[src/rtl/uart_pkg.sv]
// Shared UART definitions for the receiver and transmitter.
//   rx_state_e        : receiver FSM state encoding
//   CLKS_PER_BIT_DEF  : default system clocks per serial bit (100 MHz / 115200)
//   DATA_BITS_DEF     : default data bits per frame
package uart_pkg;

  typedef enum logic [1:0] {
    IDLE  = 2'd0,
    START = 2'd1,
    DATA  = 2'd2,
    STOP  = 2'd3
  } rx_state_e;

  localparam int CLKS_PER_BIT_DEF = 868;
  localparam int DATA_BITS_DEF    = 8;

endpackage

[src/rtl/sync_2ff.sv]
// Two-flop synchroniser for a single asynchronous bit.
//   clk_i : destination clock
//   rst_i : synchronous active-high reset, both flops load RESET_VAL
//   d_i   : asynchronous input
//   q_o   : synchronised output, two clocks behind d_i
module sync_2ff #(
  parameter logic RESET_VAL = 1'b1
) (
  input  logic clk_i,
  input  logic rst_i,
  input  logic d_i,
  output logic q_o
);

  logic meta_q, meta_d;
  logic sync_q, sync_d;

  always_comb begin
    meta_d = d_i;
    sync_d = meta_q;
  end

  always_ff @(posedge clk_i) begin
    if (rst_i) begin
      meta_q <= RESET_VAL;
      sync_q <= RESET_VAL;
    end else begin
      meta_q <= meta_d;
      sync_q <= sync_d;
    end
  end

  assign q_o = sync_q;

endmodule

[src/rtl/uart_rx.sv]
// UART receiver (8N1 by default). Synchronises rx_i, detects the start edge,
// samples each bit at its centre and delivers bytes on a valid/ready port.
//   clk_i       : system clock
//   rst_i       : synchronous active-high reset
//   rx_i        : asynchronous serial line, idle high
//   rx_data_o   : received byte, stable while rx_valid_o is high
//   rx_valid_o  : byte available, held until accepted
//   rx_ready_i  : consumer ready
//   frame_err_o : one-cycle pulse, stop bit sampled low
//   overrun_o   : one-cycle pulse, good byte dropped because the previous one
//                 was still pending
//   busy_o      : FSM is not in IDLE
//
// Handshake: a byte transfers on every rising edge where rx_valid_o and
// rx_ready_i are both high. rx_valid_o and rx_data_o do not change while a byte
// is pending and unaccepted; a byte completing in the same cycle as an
// acceptance replaces the old one and rx_valid_o stays high.
module uart_rx
  import uart_pkg::*;
#(
  parameter int CLKS_PER_BIT = CLKS_PER_BIT_DEF,
  parameter int DATA_BITS    = DATA_BITS_DEF
) (
  input  logic                 clk_i,
  input  logic                 rst_i,
  input  logic                 rx_i,
  output logic [DATA_BITS-1:0] rx_data_o,
  output logic                 rx_valid_o,
  input  logic                 rx_ready_i,
  output logic                 frame_err_o,
  output logic                 overrun_o,
  output logic                 busy_o
);

  localparam int CW = $clog2(CLKS_PER_BIT);
  localparam int IW = $clog2(DATA_BITS + 1);
  localparam logic [CW-1:0] HALF_CNT = CW'(CLKS_PER_BIT / 2 - 1);
  localparam logic [CW-1:0] FULL_CNT = CW'(CLKS_PER_BIT - 1);
  localparam logic [IW-1:0] LAST_BIT = IW'(DATA_BITS - 1);

  logic rx_s;
  logic rx_prev_q, rx_prev_d;

  rx_state_e            state_q, state_d;
  logic [CW-1:0]        cnt_q, cnt_d;
  logic [IW-1:0]        bit_idx_q, bit_idx_d;
  logic [DATA_BITS-1:0] shift_q, shift_d;
  logic [DATA_BITS-1:0] data_q, data_d;
  logic                 valid_q, valid_d;
  logic                 frame_err_q, frame_err_d;
  logic                 overrun_q, overrun_d;

  sync_2ff #(.RESET_VAL(1'b1)) u_sync (
    .clk_i (clk_i),
    .rst_i (rst_i),
    .d_i   (rx_i),
    .q_o   (rx_s)
  );

  always_comb begin
    rx_prev_d   = rx_s;
    state_d     = state_q;
    cnt_d       = cnt_q;
    bit_idx_d   = bit_idx_q;
    shift_d     = shift_q;
    data_d      = data_q;
    // A pending byte is released by acceptance; a new byte may override below.
    valid_d     = valid_q & ~rx_ready_i;
    frame_err_d = 1'b0;
    overrun_d   = 1'b0;

    unique case (state_q)
      IDLE: begin
        cnt_d = '0;
        // Edge, not level: a line held low (break) cannot restart a frame.
        if (rx_prev_q && !rx_s) begin
          state_d = START;
        end
      end

      START: begin
        if (cnt_q == HALF_CNT) begin
          cnt_d = '0;
          if (!rx_s) begin
            state_d   = DATA;
            bit_idx_d = '0;
          end else begin
            // Line went back high before mid-bit: treat as a glitch.
            state_d = IDLE;
          end
        end else begin
          cnt_d = cnt_q + 1'b1;
        end
      end

      DATA: begin
        if (cnt_q == FULL_CNT) begin
          cnt_d     = '0;
          // LSB arrives first, so shifting in at the MSB leaves it at bit 0.
          shift_d   = {rx_s, shift_q[DATA_BITS-1:1]};
          bit_idx_d = bit_idx_q + 1'b1;
          if (bit_idx_q == LAST_BIT) begin
            state_d = STOP;
          end
        end else begin
          cnt_d = cnt_q + 1'b1;
        end
      end

      STOP: begin
        if (cnt_q == FULL_CNT) begin
          cnt_d   = '0;
          state_d = IDLE;
          if (rx_s) begin
            if (!valid_q || rx_ready_i) begin
              data_d  = shift_q;
              valid_d = 1'b1;
            end else begin
              overrun_d = 1'b1;
            end
          end else begin
            frame_err_d = 1'b1;
          end
        end else begin
          cnt_d = cnt_q + 1'b1;
        end
      end

      default: state_d = IDLE;
    endcase
  end

  always_ff @(posedge clk_i) begin
    if (rst_i) begin
      rx_prev_q   <= 1'b1;
      state_q     <= IDLE;
      cnt_q       <= '0;
      bit_idx_q   <= '0;
      shift_q     <= '0;
      data_q      <= '0;
      valid_q     <= 1'b0;
      frame_err_q <= 1'b0;
      overrun_q   <= 1'b0;
    end else begin
      rx_prev_q   <= rx_prev_d;
      state_q     <= state_d;
      cnt_q       <= cnt_d;
      bit_idx_q   <= bit_idx_d;
      shift_q     <= shift_d;
      data_q      <= data_d;
      valid_q     <= valid_d;
      frame_err_q <= frame_err_d;
      overrun_q   <= overrun_d;
    end
  end

  assign rx_data_o   = data_q;
  assign rx_valid_o  = valid_q;
  assign frame_err_o = frame_err_q;
  assign overrun_o   = overrun_q;
  assign busy_o      = (state_q != IDLE);

endmodule

[config.mk]
export PLATFORM = sky130hd
export DESIGN_NAME = uart_rx
export DESIGN_NICKNAME = d
export VERILOG_FILES = /design/src/rtl/uart_pkg.sv /design/src/rtl/sync_2ff.sv /design/src/rtl/uart_rx.sv
export SDC_FILE = /design/constraint.sdc
export NUM_CORES = 1
export LEC_CHECK = 0
export ABC_AREA = 1
export CAP_MARGIN = 0
export CORE_MARGIN = 5
export CORE_UTILIZATION = 55
export CTS_CLUSTER_DIAMETER = 120
export CTS_CLUSTER_SIZE = 24
export DETAILED_ROUTE_END_ITERATION = 7
export PLACE_DENSITY = 0.8
export SYNTH_ARGS = -nofsm -noshare
export SYNTH_HDL_FRONTEND = slang
export SYNTH_SLANG_ARGS = --single-unit
[constraint.sdc]
create_clock -name clk_i -period 2.2 [get_ports clk_i]
set_clock_uncertainty 0.05 [all_clocks]
set_input_delay 0.44 -clock clk_i [delete_from_list [all_inputs] [get_ports clk_i]]
set_output_delay 0.44 -clock clk_i [all_outputs]
set_load 0.01 [all_outputs]
## Word level (Yosys, flattened, before mapping)

Index checks and enable logic that the tools add are counted.
Widths: inputs -> output; s select.

| storage, ports and cells | value |
|---|---|
| register bits after elaboration | 38 |
| output and inout port bits | 12 |
| word-level logic and storage cells | 64 |

| cells by class | value |
|---|---|
| $add $sub $neg | 2 |
| equal/unequal tests | 12 |
| multiplexer cells | 20 |
| bitwise gates (word level) | 5 |
| reductions and logical operators | 14 |

Operators by type and width:

| cell | number |
|---|---|
| $pmux 10 s3 | 1 |
| $mux 10 | 2 |
| $mux 2 | 6 |
| $mux 4 | 3 |
| $ne 2x2->1 const B | 6 |
| $add 10x1->10 const B | 1 |
| $eq 10x10->1 const B | 1 |
| $eq 10x9->1 const B | 1 |
| $pmux 2 s4 | 1 |
| $pmux 4 s2 | 1 |
| $reduce_and 4->1 | 2 |
| $mux 1 | 6 |
| $reduce_and 5->1 | 1 |
| $add 4x1->4 const B | 1 |
| $eq 2x2->1 const B | 2 |
| $eq 4x3->1 const B | 1 |
| $not 1->1 | 4 |
| $reduce_bool 2->1 | 2 |
| $reduce_or 4->1 | 1 |
| $reduce_or 3->1 | 1 |
| $eq 2x1->1 const B | 1 |
| $logic_not 1->1 | 2 |
| $logic_not 2->1 | 1 |
| $reduce_and 2->1 | 1 |
| other kinds (4) | 4 |

## Logic depth before layout (Yosys ltp)

| depth | value |
|---|---|
| word-level depth | 6 |
| depth in mapped cells | 11 |
| depth with buffers taken out | 11 |

## Modules after synthesis

Synthesis repeated with hierarchy kept, for this count alone.

| unflattened totals | value |
|---|---|
| cells, all modules | 215 |
| area, all modules | 1599.0 µm² |

By module, submodules not included:

| module | times used | cells each | area an instance (µm²) |
|---|---|---|---|
| uart_rx | 1 | 208 | 1540.2 |
| sync_2ff | 1 | 7 | 58.8 |

## Worst setup path after synthesis

Ideal clock, no wire load.

| path | value |
|---|---|
| path kind | reg-to-reg |
| from | register cnt_q[0] |
| to | register shift_q[5] |
| data arrival time | 1.294 ns |
| required time | 2.031 ns |
| path slack | 0.736 ns |
| stages on the path, launching flop included | 10 |
| buffers on the path | 1 |
| path through | dfxtp_1 ha_1 nand3_1 nor2_1 nand2_2 inv_2 nand2_2 buf_6 o21ai_0 a21oi_1 |

| on the way | value |
|---|---|
| word-level cells in the longest chain between the ends | 2 |

Ends and longest elaborated chain:

| element | RTL line | text |
|---|---|---|
| from (decl) | uart_rx.sv:45 | `logic [CW-1:0] cnt_q, cnt_d;` |
| from (signal assigned) | uart_rx.sv:147 | `cnt_q <= cnt_d;` |
| $eq 10x10->1 | uart_rx.sv:97 | `if (cnt_q == FULL_CNT) begin` |
| $reduce_and 2->1 (no source line) | n/a |  |
| to (signal assigned) | uart_rx.sv:149 | `shift_q <= shift_d;` |
| to (decl) | uart_rx.sv:47 | `logic [DATA_BITS-1:0] shift_q, shift_d;` |

Every way passes these cells.
A chain may end at the register's enable or synchronous reset.

## Final worst setup path

| path | value |
|---|---|
| from | register state_q[0] |
| to | output busy_o |

| on the way | value |
|---|---|
| word-level cells in the longest chain between the ends | 1 |

Ends and longest elaborated chain:

| element | RTL line | text |
|---|---|---|
| from (decl) | uart_rx.sv:44 | `rx_state_e state_q, state_d;` |
| from (signal assigned) | uart_rx.sv:146 | `state_q <= state_d;` |
| $reduce_bool 2->1 | uart_rx.sv:161 | `assign busy_o = (state_q != IDLE);` |
| to (decl) | uart_rx.sv:32 | `output logic busy_o` |

Every way passes these cells.

==> flow_summary.yaml <==
status:
  status: "finished, final reports clean"
placement:
  gp_congestion: 0.808
  post-dp-hpwl_mm: 2.12
  placed_cell_area_sq_um: 1850
  port_buffers: 15
worst_setup_path:
  path_cells: "nor2_1 -> inv_1 -> clkdlybuf4s50_1"
  slowest_stage: "clkdlybuf4s50_1"
  crit_buf_inv: 2
  end_kind: "primary output"
  crit_required_ns: 1.71
  path_max_fanout: 6
  arrival_ns: 1.50
  slowest_delay_ns: 0.53
  crit_path_start_kind: "flop"
  worstSetupPathType: "flop to primary output"
  path_delay_family: "buffers and inverters"
pwr:
  combPwrFrac_pct: 6.5
  clockPowerShare_pct: 43.3
  p_per_area_nw_per_um2: 718
  p_seq_share_pct: 50.2
  p_int_mw: 1.12
  p_sw_mw: 0.293
  power_leakage_nw: 0.733
  vdd_drop_max_mv: 0.521
  sw_frac_of_total_pct: 20.8
timing:
  rsz0062_at_grt: "no"
  slew_headroom_pct: 68.5
  hold_viol: 0
  setup_viol: 0
  min_period_over_period_pct: 90.4
  tightest_slew_ns: 0.471
  fin_tns_setup_ns: 0
  fmax_mhz: 503
  finalCriticalPeriod_ns: 1.99
  drv_slew: 0
global_route:
  grt_overflow: 0
  grt_pass1_vias: 1241
  antenna_found_initial: 0
  track_usage_pct: 16.3
  grt_pass1_wl_mm: 5.31
  grt_max_degree: 18
clock_network:
  clockBufferDepth: 2
  cts-root-buf: "clkbuf_4"
  postCtsHoldBufs: 0
  cts.repair.resized: 0
  post_cts_buffers: 0
  h-tree-depth: 2
  clock_latency_ns: 0.34
  cts.sinks: 38
  tritoncts: "done"
  numCtsBuffers: 5
  clk_pin_slew_ns: 0.11
synthesis:
  synth.avg_cell_area_sq_um: 7.96
  yosysSeqAreaShare_pct: 45.5
  yosysUniqueCellTypes: 32
  async_reset_ff_share_pct: 0
  synthCells: 210
  synth_nets: 217
  synthFlopType: "dfxtp_1"
  syn_area_sq_um: 1670
  synth_top_area_share_pct: 45.5
  synth_seq_cells: 38
  yosysTopAreaCell: "dfxtp_1"
  ys_warn_count: 0
  synthTopCellsByArea: "dfxtp_1 (46%), nand2_1 (6.7%), inv_1 (5.6%), nor2_1 (4.7%), a21oi_1 (4.2%)"
  synth_edf_count: 0
routing:
  vias: 1284
  drc: 0
  drt-initial-drc-count: 59
  via_per_inst: 4.86
  dr.pass1.iters: 4
  wire_per_inst_microns: 10.9
  ant_nets: 0
  wl_mm: 2.88
final_layout:
  multi_input_area_sq_um: 762
  nFillCells: 256
  drive_above_1_share_pct: 19.5
  most-common-layout-cells: "dfxtp_1 (38), nand2_1 (30), inv_1 (25), nor2_1 (21), clkdlybuf4s50_1 (15)"
  seq_area_sq_um: 761
  diodes: 0
  final_util_pct: 66.0
  layout_commonest_cell: "dfxtp_1"
  area_growth_pct: 17.6
  nets: 237
  final_design_area_no_fill_sq_um: 1970
die:
  fp.coreArea_sq_um: 2980
  initial_core_util_pct: 56.1
  die_height_microns: 65.1
  dieArea_sq_um: 4240
  ios: 16
  fp.dieW_microns: 65.1
  rows: 20
hold_path:
  hp-class: "flop to flop"
flow_run:
  cap_violations: 0
==> layout make-up <==
type | instances | area share [%]
Clock buffer | 6 | 2.61
Clock inverter | 2 | 3.06
Inverter | 33 | 6.37
Multi-Input combinational cell | 135 | 38.8
Sequential cell | 38 | 38.7
Tap cell | 33 | 2.10
Timing Repair Buffer | 17 | 8.40
==> synth_stat cells (3+ instances only) <==
cell type	number
a21oi_2	8
a21oi_1	14
nand3_1	10
o21ai_0	10
inv_1	25
ha_1	3
dfxtp_1	38
nand2_1	30
inv_2	7
xor2_1	4
nor2_2	3
nor2_1	21
nand2_2	6
o21ai_1	9
==> power by group through the flow <==
stage	clock (mW)	combinational, mW	sequential, mW
2_1_floorplan	0	0.0661	0.723
3_3_place_gp	0	0.0915	0.724
3_5_place_dp	0	0.0926	0.724
4_1_cts	0.620	0.0928	0.709
5_1_grt	0.655	0.105	0.711
6_report	0.610	0.0923	0.709
==> cells by family (layout without fill, tap and decap cells) <==
kind of cell / Yosys count / in the layout / synth area share (%)
AOI/OAI and AO/OA: 44 / 44 / 15.4
xor gates and xnor gates: 5 / 5 / 2.62
adders and majority gates: 3 / 3 / 2.25
buffers and inverters: 37 / 58 / 8.91
DFF: 38 / 38 / 45.5
and+or+nand+nor: 83 / 83 / 25.3
==> final timing paths <==
check | from | endpoint | slack (ns) | depth (start not counted)
worst max-delay path | state_q[0]$_SDFFE_PP0P_ | busy_o | 0.21 | 3
worst min register to register | u_sync.meta_q$_SDFF_PP1_ | u_sync.q_o$_SDFF_PP1_ | 0.37 | 1
worst min-delay path | u_sync.meta_q$_SDFF_PP1_ | u_sync.q_o$_SDFF_PP1_ | 0.37 | 1
worst max register to register | cnt_q[0]$_SDFF_PP0_ | rx_data_o[3]$_SDFFE_PP0P_ | 0.55 | 5
==> flip-flops by register name (all words and copies together), names as in the netlist, named ones only <==
name and flops:
rx_valid_o 1, state_q 1, rx_data_o 8, u_sync.meta_q 1, overrun_o 1, cnt_q 10, shift_q 8, rx_prev_q 1
frame_err_o 1, bit_idx_q 4, u_sync.q_o 1
==> through the flow <==
step	power [mW]	setup WS (ns)	cells	hold WS (ns)
after global placement	0.816	0.446	256	0.343
after floorplan	0.789	0.736	210	0.339
after global routing	1.47	0.0909	264	0.388
after detailed placement	0.817	0.411	256	0.346
final	1.41	0.210	264	0.370
after CTS	1.42	0.192	264	0.372
==> per-layer routing <==
metal  part of all wire (%)  GRT usage, %
met1                     49          19.5
met2                     46          26.8
met3                    4.3          5.81
met4                    1.5          6.22
met5                      0             0
(Power assumes the default switching activity.)
